==> src/rtl/dmem_arbiter_if.sv <==
// Bus bundle between the requesters, the arbiter and the single-port data memory.
// The slave modport is the arbiter's view; master is the requester/memory side.
interface dmem_arbiter_if #(
  parameter int NUM_REQ = 3
);
  logic [NUM_REQ-1:0]    req;
  logic [NUM_REQ-1:0]    we;
  logic [NUM_REQ*32-1:0] addr;
  logic [NUM_REQ*32-1:0] wdata;
  logic [NUM_REQ-1:0]    gnt;
  logic [NUM_REQ-1:0]    rvalid;
  logic [31:0]           rdata;
  logic                  err;
  logic                  mem_we;
  logic [31:0]           mem_a;
  logic [31:0]           mem_wd;
  logic [31:0]           mem_rd;

  modport slave (
    input  req, we, addr, wdata, mem_rd,
    output gnt, rvalid, rdata, err, mem_we, mem_a, mem_wd
  );

  modport master (
    output req, we, addr, wdata, mem_rd,
    input  gnt, rvalid, rdata, err, mem_we, mem_a, mem_wd
  );
endinterface

==> src/rtl/dmem_arbiter.sv <==
// Round-robin arbiter serialising NUM_REQ requesters onto one single-port data memory.
// One access per grant, registered memory controls, registered read data and per-requester valid.
module dmem_arbiter #(
  parameter int NUM_REQ = 3,
  parameter int DEPTH   = 32
) (
  input  logic          clk,
  input  logic          rst,
  dmem_arbiter_if.slave bus_io
);

  localparam int PTR_W = $clog2(NUM_REQ);
  localparam logic [PTR_W:0] NUM_REQ_W = (PTR_W+1)'(NUM_REQ);
  localparam logic [31:0]    DEPTH_W   = 32'(DEPTH);

  typedef enum logic {
    S_IDLE   = 1'b0,
    S_ACCESS = 1'b1
  } state_t;

  state_t             state_q, state_d;
  logic [PTR_W-1:0]   ptr_q, ptr_d;
  logic [PTR_W-1:0]   id_q, id_d;
  logic               we_q, we_d;
  logic               ok_q, ok_d;
  logic [NUM_REQ-1:0] gnt_q, gnt_d;
  logic [NUM_REQ-1:0] rvalid_q, rvalid_d;
  logic [31:0]        rdata_q, rdata_d;
  logic               err_q, err_d;
  logic               mem_we_q, mem_we_d;
  logic [31:0]        mem_a_q, mem_a_d;
  logic [31:0]        mem_wd_q, mem_wd_d;

  logic [31:0]        addr_w  [NUM_REQ];
  logic [31:0]        wdata_w [NUM_REQ];
  logic [NUM_REQ-1:0] eligible;
  logic               win_found;
  logic [PTR_W-1:0]   win_id;

  for (genvar gi = 0; gi < NUM_REQ; gi++) begin : g_slice
    assign addr_w[gi]  = bus_io.addr[32*gi +: 32];
    assign wdata_w[gi] = bus_io.wdata[32*gi +: 32];
  end

  // Modulo-NUM_REQ addition for requester indices.
  function automatic logic [PTR_W-1:0] wrap_add(input logic [PTR_W-1:0] a,
                                                input logic [PTR_W-1:0] b);
    logic [PTR_W:0] sum;
    sum = {1'b0, a} + {1'b0, b};
    if (sum >= NUM_REQ_W) begin
      sum = sum - NUM_REQ_W;
    end
    return sum[PTR_W-1:0];
  endfunction

  // A requester whose result is being returned this cycle may not win again yet.
  assign eligible = bus_io.req & ~rvalid_q;

  always_comb begin
    win_found = 1'b0;
    win_id    = '0;
    for (int k = 0; k < NUM_REQ; k++) begin
      if (!win_found && eligible[wrap_add(ptr_q, PTR_W'(k))]) begin
        win_found = 1'b1;
        win_id    = wrap_add(ptr_q, PTR_W'(k));
      end
    end
  end

  always_comb begin
    state_d  = state_q;
    ptr_d    = ptr_q;
    id_d     = id_q;
    we_d     = we_q;
    ok_d     = ok_q;
    gnt_d    = '0;
    rvalid_d = '0;
    rdata_d  = rdata_q;
    err_d    = 1'b0;
    mem_we_d = 1'b0;
    mem_a_d  = mem_a_q;
    mem_wd_d = mem_wd_q;
    unique case (state_q)
      S_IDLE: begin
        if (win_found) begin
          id_d          = win_id;
          we_d          = bus_io.we[win_id];
          ok_d          = (addr_w[win_id] < DEPTH_W);
          gnt_d[win_id] = 1'b1;
          mem_a_d       = addr_w[win_id];
          mem_wd_d      = wdata_w[win_id];
          mem_we_d      = bus_io.we[win_id] && (addr_w[win_id] < DEPTH_W);
          ptr_d         = wrap_add(win_id, PTR_W'(1));
          state_d       = S_ACCESS;
        end
      end
      S_ACCESS: begin
        // Memory completes on this edge; capture its read port for reads only.
        rvalid_d[id_q] = 1'b1;
        rdata_d        = (!we_q && ok_q) ? bus_io.mem_rd : 32'h0;
        err_d          = !ok_q;
        state_d        = S_IDLE;
      end
      default: state_d = S_IDLE;
    endcase
  end

  always_ff @(posedge clk or negedge rst) begin
    if (!rst) begin
      state_q  <= S_IDLE;
      ptr_q    <= '0;
      id_q     <= '0;
      we_q     <= 1'b0;
      ok_q     <= 1'b0;
      gnt_q    <= '0;
      rvalid_q <= '0;
      rdata_q  <= '0;
      err_q    <= 1'b0;
      mem_we_q <= 1'b0;
      mem_a_q  <= '0;
      mem_wd_q <= '0;
    end else begin
      state_q  <= state_d;
      ptr_q    <= ptr_d;
      id_q     <= id_d;
      we_q     <= we_d;
      ok_q     <= ok_d;
      gnt_q    <= gnt_d;
      rvalid_q <= rvalid_d;
      rdata_q  <= rdata_d;
      err_q    <= err_d;
      mem_we_q <= mem_we_d;
      mem_a_q  <= mem_a_d;
      mem_wd_q <= mem_wd_d;
    end
  end

  assign bus_io.gnt    = gnt_q;
  assign bus_io.rvalid = rvalid_q;
  assign bus_io.rdata  = rdata_q;
  assign bus_io.err    = err_q;
  assign bus_io.mem_we = mem_we_q;
  assign bus_io.mem_a  = mem_a_q;
  assign bus_io.mem_wd = mem_wd_q;

endmodule

==> src/flat_wrapper.sv <==
// flat-port wrapper written by rule: the top's interface ports become plain ports
module dmem_arbiter_flat 
#(
  parameter int NUM_REQ = 3,
  parameter int DEPTH   = 32
)
  (clk, rst, bus_io_req, bus_io_we, bus_io_addr, bus_io_wdata, bus_io_mem_rd, bus_io_gnt, bus_io_rvalid, bus_io_rdata, bus_io_err, bus_io_mem_we, bus_io_mem_a, bus_io_mem_wd);
  dmem_arbiter_if #(.NUM_REQ(NUM_REQ)) bus_io_i ();
  input  logic clk;
  input  logic rst;
  input wire logic [$bits(bus_io_i.req)-1:0] bus_io_req;
  input wire logic [$bits(bus_io_i.we)-1:0] bus_io_we;
  input wire logic [$bits(bus_io_i.addr)-1:0] bus_io_addr;
  input wire logic [$bits(bus_io_i.wdata)-1:0] bus_io_wdata;
  input wire logic [$bits(bus_io_i.mem_rd)-1:0] bus_io_mem_rd;
  output wire logic [$bits(bus_io_i.gnt)-1:0] bus_io_gnt;
  output wire logic [$bits(bus_io_i.rvalid)-1:0] bus_io_rvalid;
  output wire logic [$bits(bus_io_i.rdata)-1:0] bus_io_rdata;
  output wire logic [$bits(bus_io_i.err)-1:0] bus_io_err;
  output wire logic [$bits(bus_io_i.mem_we)-1:0] bus_io_mem_we;
  output wire logic [$bits(bus_io_i.mem_a)-1:0] bus_io_mem_a;
  output wire logic [$bits(bus_io_i.mem_wd)-1:0] bus_io_mem_wd;
  assign bus_io_i.req = bus_io_req;
  assign bus_io_i.we = bus_io_we;
  assign bus_io_i.addr = bus_io_addr;
  assign bus_io_i.wdata = bus_io_wdata;
  assign bus_io_i.mem_rd = bus_io_mem_rd;
  assign bus_io_gnt = bus_io_i.gnt;
  assign bus_io_rvalid = bus_io_i.rvalid;
  assign bus_io_rdata = bus_io_i.rdata;
  assign bus_io_err = bus_io_i.err;
  assign bus_io_mem_we = bus_io_i.mem_we;
  assign bus_io_mem_a = bus_io_i.mem_a;
  assign bus_io_mem_wd = bus_io_i.mem_wd;
  dmem_arbiter #(.NUM_REQ(NUM_REQ), .DEPTH(DEPTH)) u_core (.clk(clk), .rst(rst), .bus_io(bus_io_i));
endmodule
==> config.mk <==
export PLATFORM = sky130hd
export DESIGN_NAME = dmem_arbiter_flat
export DESIGN_NICKNAME = d
export VERILOG_FILES = /design/src/rtl/dmem_arbiter_if.sv /design/src/rtl/dmem_arbiter.sv /design/src/flat_wrapper.sv
export SDC_FILE = /design/constraint.sdc
export NUM_CORES = 1
export LEC_CHECK = 0
export ABC_AREA = 1
export BUFFER_PORTS_ARGS = -buffer_cell sky130_fd_sc_hd__buf_2
export CAP_MARGIN = 15
export CELL_PAD_IN_SITES_DETAIL_PLACEMENT = 2
export CELL_PAD_IN_SITES_GLOBAL_PLACEMENT = 2
export CORE_MARGIN = 1
export CORE_UTILIZATION = 24
export CTS_CLUSTER_SIZE = 28
export DETAILED_ROUTE_END_ITERATION = 12
export PLACE_DENSITY_LB_ADDON = 0.08
export SETUP_SLACK_MARGIN = 0.02
export SLEW_MARGIN = 20
export SYNTH_ARGS = -nofsm -noshare
export SYNTH_HDL_FRONTEND = slang
export SYNTH_SLANG_ARGS = --single-unit
==> constraint.sdc <==
create_clock -name clk -period 6.16 [get_ports clk]
set_input_delay 0.616 -clock clk [delete_from_list [all_inputs] [get_ports clk]]
set_output_delay 0.616 -clock clk [all_outputs]
set_load 0.005 [all_outputs]
==> run metrics <==
status=completed; GRT met3 Usage=5.944%; slowest stage delay, CP=slightly above 0.8 ns; hpwl dp=roughly 19 mm; CTS tree=done; critical-path cell list=inv_1 -> ha_1 -> inv_2 -> nand3_1 -> nand3_2 -> nand2_2 -> nand4_1 -> nand2_1 -> buf_4 -> nand2_1 -> inv_1 -> buf_4 -> nand2_1 -> nand3_1 -> nor2_1 -> nand2_1 -> nor2_1 -> nand2_1 -> nand2_1; Syn Nets=985; die width=155.9 µm; Final Hold Vio Count=0; final instance area=just under 8000 µm²; fin crit share=roughly two thirds; register area share after synthesis=48.84%; number of remaining DRC errors=0; routed vias/inst=4.610; met2 Usage GRT=roughly 38%; Simple-Gate Fraction of Synth Area=between 20 and 30%; height of the die=155.9 µm; Top delay family on crit path=simple AND/OR/NAND/NOR gates; GRT Max-Usage Layer=met2; kind of critical path=reg2reg; total chip power=approximately 4900 µW; std cell rows=55; Area Overhead vs Synth=39.32%; clk_skew=0.01596 ns; crit start category=flop; Crit. Startpoint=u_core.ptr_q[1]; Critical R2R Launch=u_core.ptr_q[1]; Final min period=approximately 4.2 ns; CTS buffer count=9; Avg Synthesized Cell Area=7.603 µm²; Yosys cell types=28; Post-synth EDFFs=0; WP buf/inv=5; setup_tns=0 ns; Slowest cell on crit path=nand4_1; clock slew at reported path FFs=about 0.08 ns; I/O pin total=336; final setup fails=0; Core Region=22920 µm²; pin count of the biggest net entering global routing=between 50 and 60; VDD IR max=~0.00041 V; Max FO, Critical Path=40; router iterations before antenna repair=4; vias in the first global route=slightly below 7000; maxcap violations=0; cell with the most instances after synthesis=nand2_1; ys flop type=dfrtp_1; CP endpoint kind=flop; final wirelength=24.81 mm; H-tree Lvls=3; initial antenna violation count=3; clk sinks=roughly 110; clock latency on the worst-skew pair=between 0.3 and 0.4 ns; Detail Route Antenna Nets=0; Max Transition Viols Final=0; wire length per cell=18.07 µm; Post-Synthesis Cell Area=around 5700 µm²; RSZ-0062 raised after global routing=no; CTS max path bufs=2; routability cong.=around 0.76; power density cells=~620 nW/µm²; Yosys top cell area share=48.84%; final core occ=about a third; PostCTS Resize Cnt=0; fin worst setup slack=slightly below 2 ns; nets@finish=1289; Min-Delay Path Class=in2async; Synthesis Warnings=0; Area after DPL=around 7600 µm²; setup bufs post-CTS=0; met1 usage=around a quarter; Synth Area in XOR/XNOR=0%; Layout fillers=2834; vias after detailed routing=between 6000 and 7000; Mapped Cells=around 750; CTS Hold Bufs=0; synth cell count leaders=nand2_1 (235), dfrtp_1 (111), nand3_1 (75); FMAX=roughly 240 MHz; Compound-Gate Fraction of Synth Area=around 14%; CP Depth=19; cell taking the most area after synthesis=dfrtp_1; DP Worst Slack=between 1.5 and 2 ns; root buffer cell=clkbuf_16; LEAKAGE=approximately 0.0044 µW; Yosys reg bits=between 100 and 150; first-pass GRT wire length=a little under 40 mm; Critical Path RT=6.41 ns; Die ar.=between 20000 and 25000 µm²; port buffer count=~340; DR iter-0 viols=approximately 230; Slew @ Worst Pin=1.051 ns; max_slew headroom=~30%; top area cells in the synthesized netlist=dfrtp_1 (49%), nand2_1 (16%), nand3_1 (6.6%), a21oi_1 (5.2%), nor2_1 (4.8%); main combinational cell family by area after synthesis=simple AND/OR/NAND/NOR gates; post-synthesis mux area share=0%; CP arrival=between 4 and 5 ns; layout cells sized above 1=35.19%; GRT Resource Usage Total=just over 20%; ys async rst share=100.0%; Synth Area in Adders=1.100%; Initial Util=roughly 25%; gr ovfl total=0; worst r2r path cells=19; CP most frequent cell=nand2_1
## sequential cells by signal (all words and copies together), names as in the netlist
register              cells
u_core.bus_io.mem_a      32
u_core.bus_io.gnt         3
u_core.id_q               2
u_core.bus_io.mem_wd     32
u_core.ptr_q              2
u_core.state_q            1
u_core.bus_io.rdata      32
u_core.we_q               1
u_core.ok_q               1
u_core.bus_io.mem_we      1
u_core.bus_io.err         1
u_core.bus_io.rvalid      3
## per-stage QoR
stage | hold WS (ns) | instances
2_1_floorplan | 0.3204 | 748
6_report | 0.3223 | 1373
3_3_place_gp | 0.4490 | 1353
4_1_cts | 0.3509 | 1370
3_5_place_dp | 0.4509 | 1354
5_1_grt | 0.3728 | 1371
## report_power, final
| part | total (µW) | switching (µW) | internal, µW |
|---|---|---|---|
| Combinational | 3120 | 2120 | 1000 |
| Clock | 615 | 322 | 293 |
| Sequential | 1140 | 131 | 1010 |
| Total | 4880 | 2570 | 2310 |
## kinds of logic after synthesis
logic type | count (synthesis)
AND/OR/NAND/NOR | 395
AO/OA/AOI/OAI | 141
flip-flops | 111
buffers and inverters | 96
adder cells (fa/ha/maj) | 5
## cell type report
| cell class | instances | area [µm²] | share of cell area (%) |
|---|---|---|---|
| Antenna cell | 3 | 7.507 | 0.09476 |
| Sequential cell | 111 | 2778 | 35.06 |
| Clock inverter | 7 | 83.83 | 1.058 |
| Clock buffer | 9 | 225.2 | 2.843 |
| Inverter | 46 | 173.9 | 2.195 |
| Multi-Input combinational cell | 541 | 2511 | 31.70 |
| Tap cell | 313 | 391.6 | 4.943 |
| Timing Repair Buffer | 343 | 1752 | 22.11 |
## worst register-to-register path: cells and delay by family, from the launching register on
| kind | cells | cell delay, ns |
|---|---|---|
| buf+inv | 5 | 1.06 |
| flops | 1 | 0.40 |
| simple gates | 13 | 2.27 |
| fa+ha+maj | 1 | 0.35 |
## layout by cell type, fill, tap and decap left out, drive strengths merged, types with 2 or more instances in the layout
master,n
nor2,74
dfrtp,111
o21ai,31
clkinv,5
buf,343
diode,3
nand2,237
nand3b,2
a221o,2
a31oi,23
ha,5
nand3,76
a22oi,23
nor3,5
a21oi,59
inv,48
clkbuf,9
## worst paths after layout
kind	slack [ns]	to
hold / removal	0.32	u_core.bus_io.mem_a[26]
hold reg to reg	0.47	u_core.bus_io.err
max in group asynchronous	4.60	u_core.bus_io.mem_wd[6]
setup reg to reg	1.96	u_core.ok_q
min in group clk	0.47	u_core.bus_io.err
setup / recovery	1.96	u_core.ok_q
## routing by layer
| layer | vias up | wire length [µm] |
|---|---|---|
| li1 | 3061 | - |
| met1 | 3054 | 9772 |
| met2 | 193 | 12930 |
| met3 | 21 | 1756 |
| met4 | 0 | 349 |
| met5 | - | 0 |
Power figures use the tool's default switching activity.
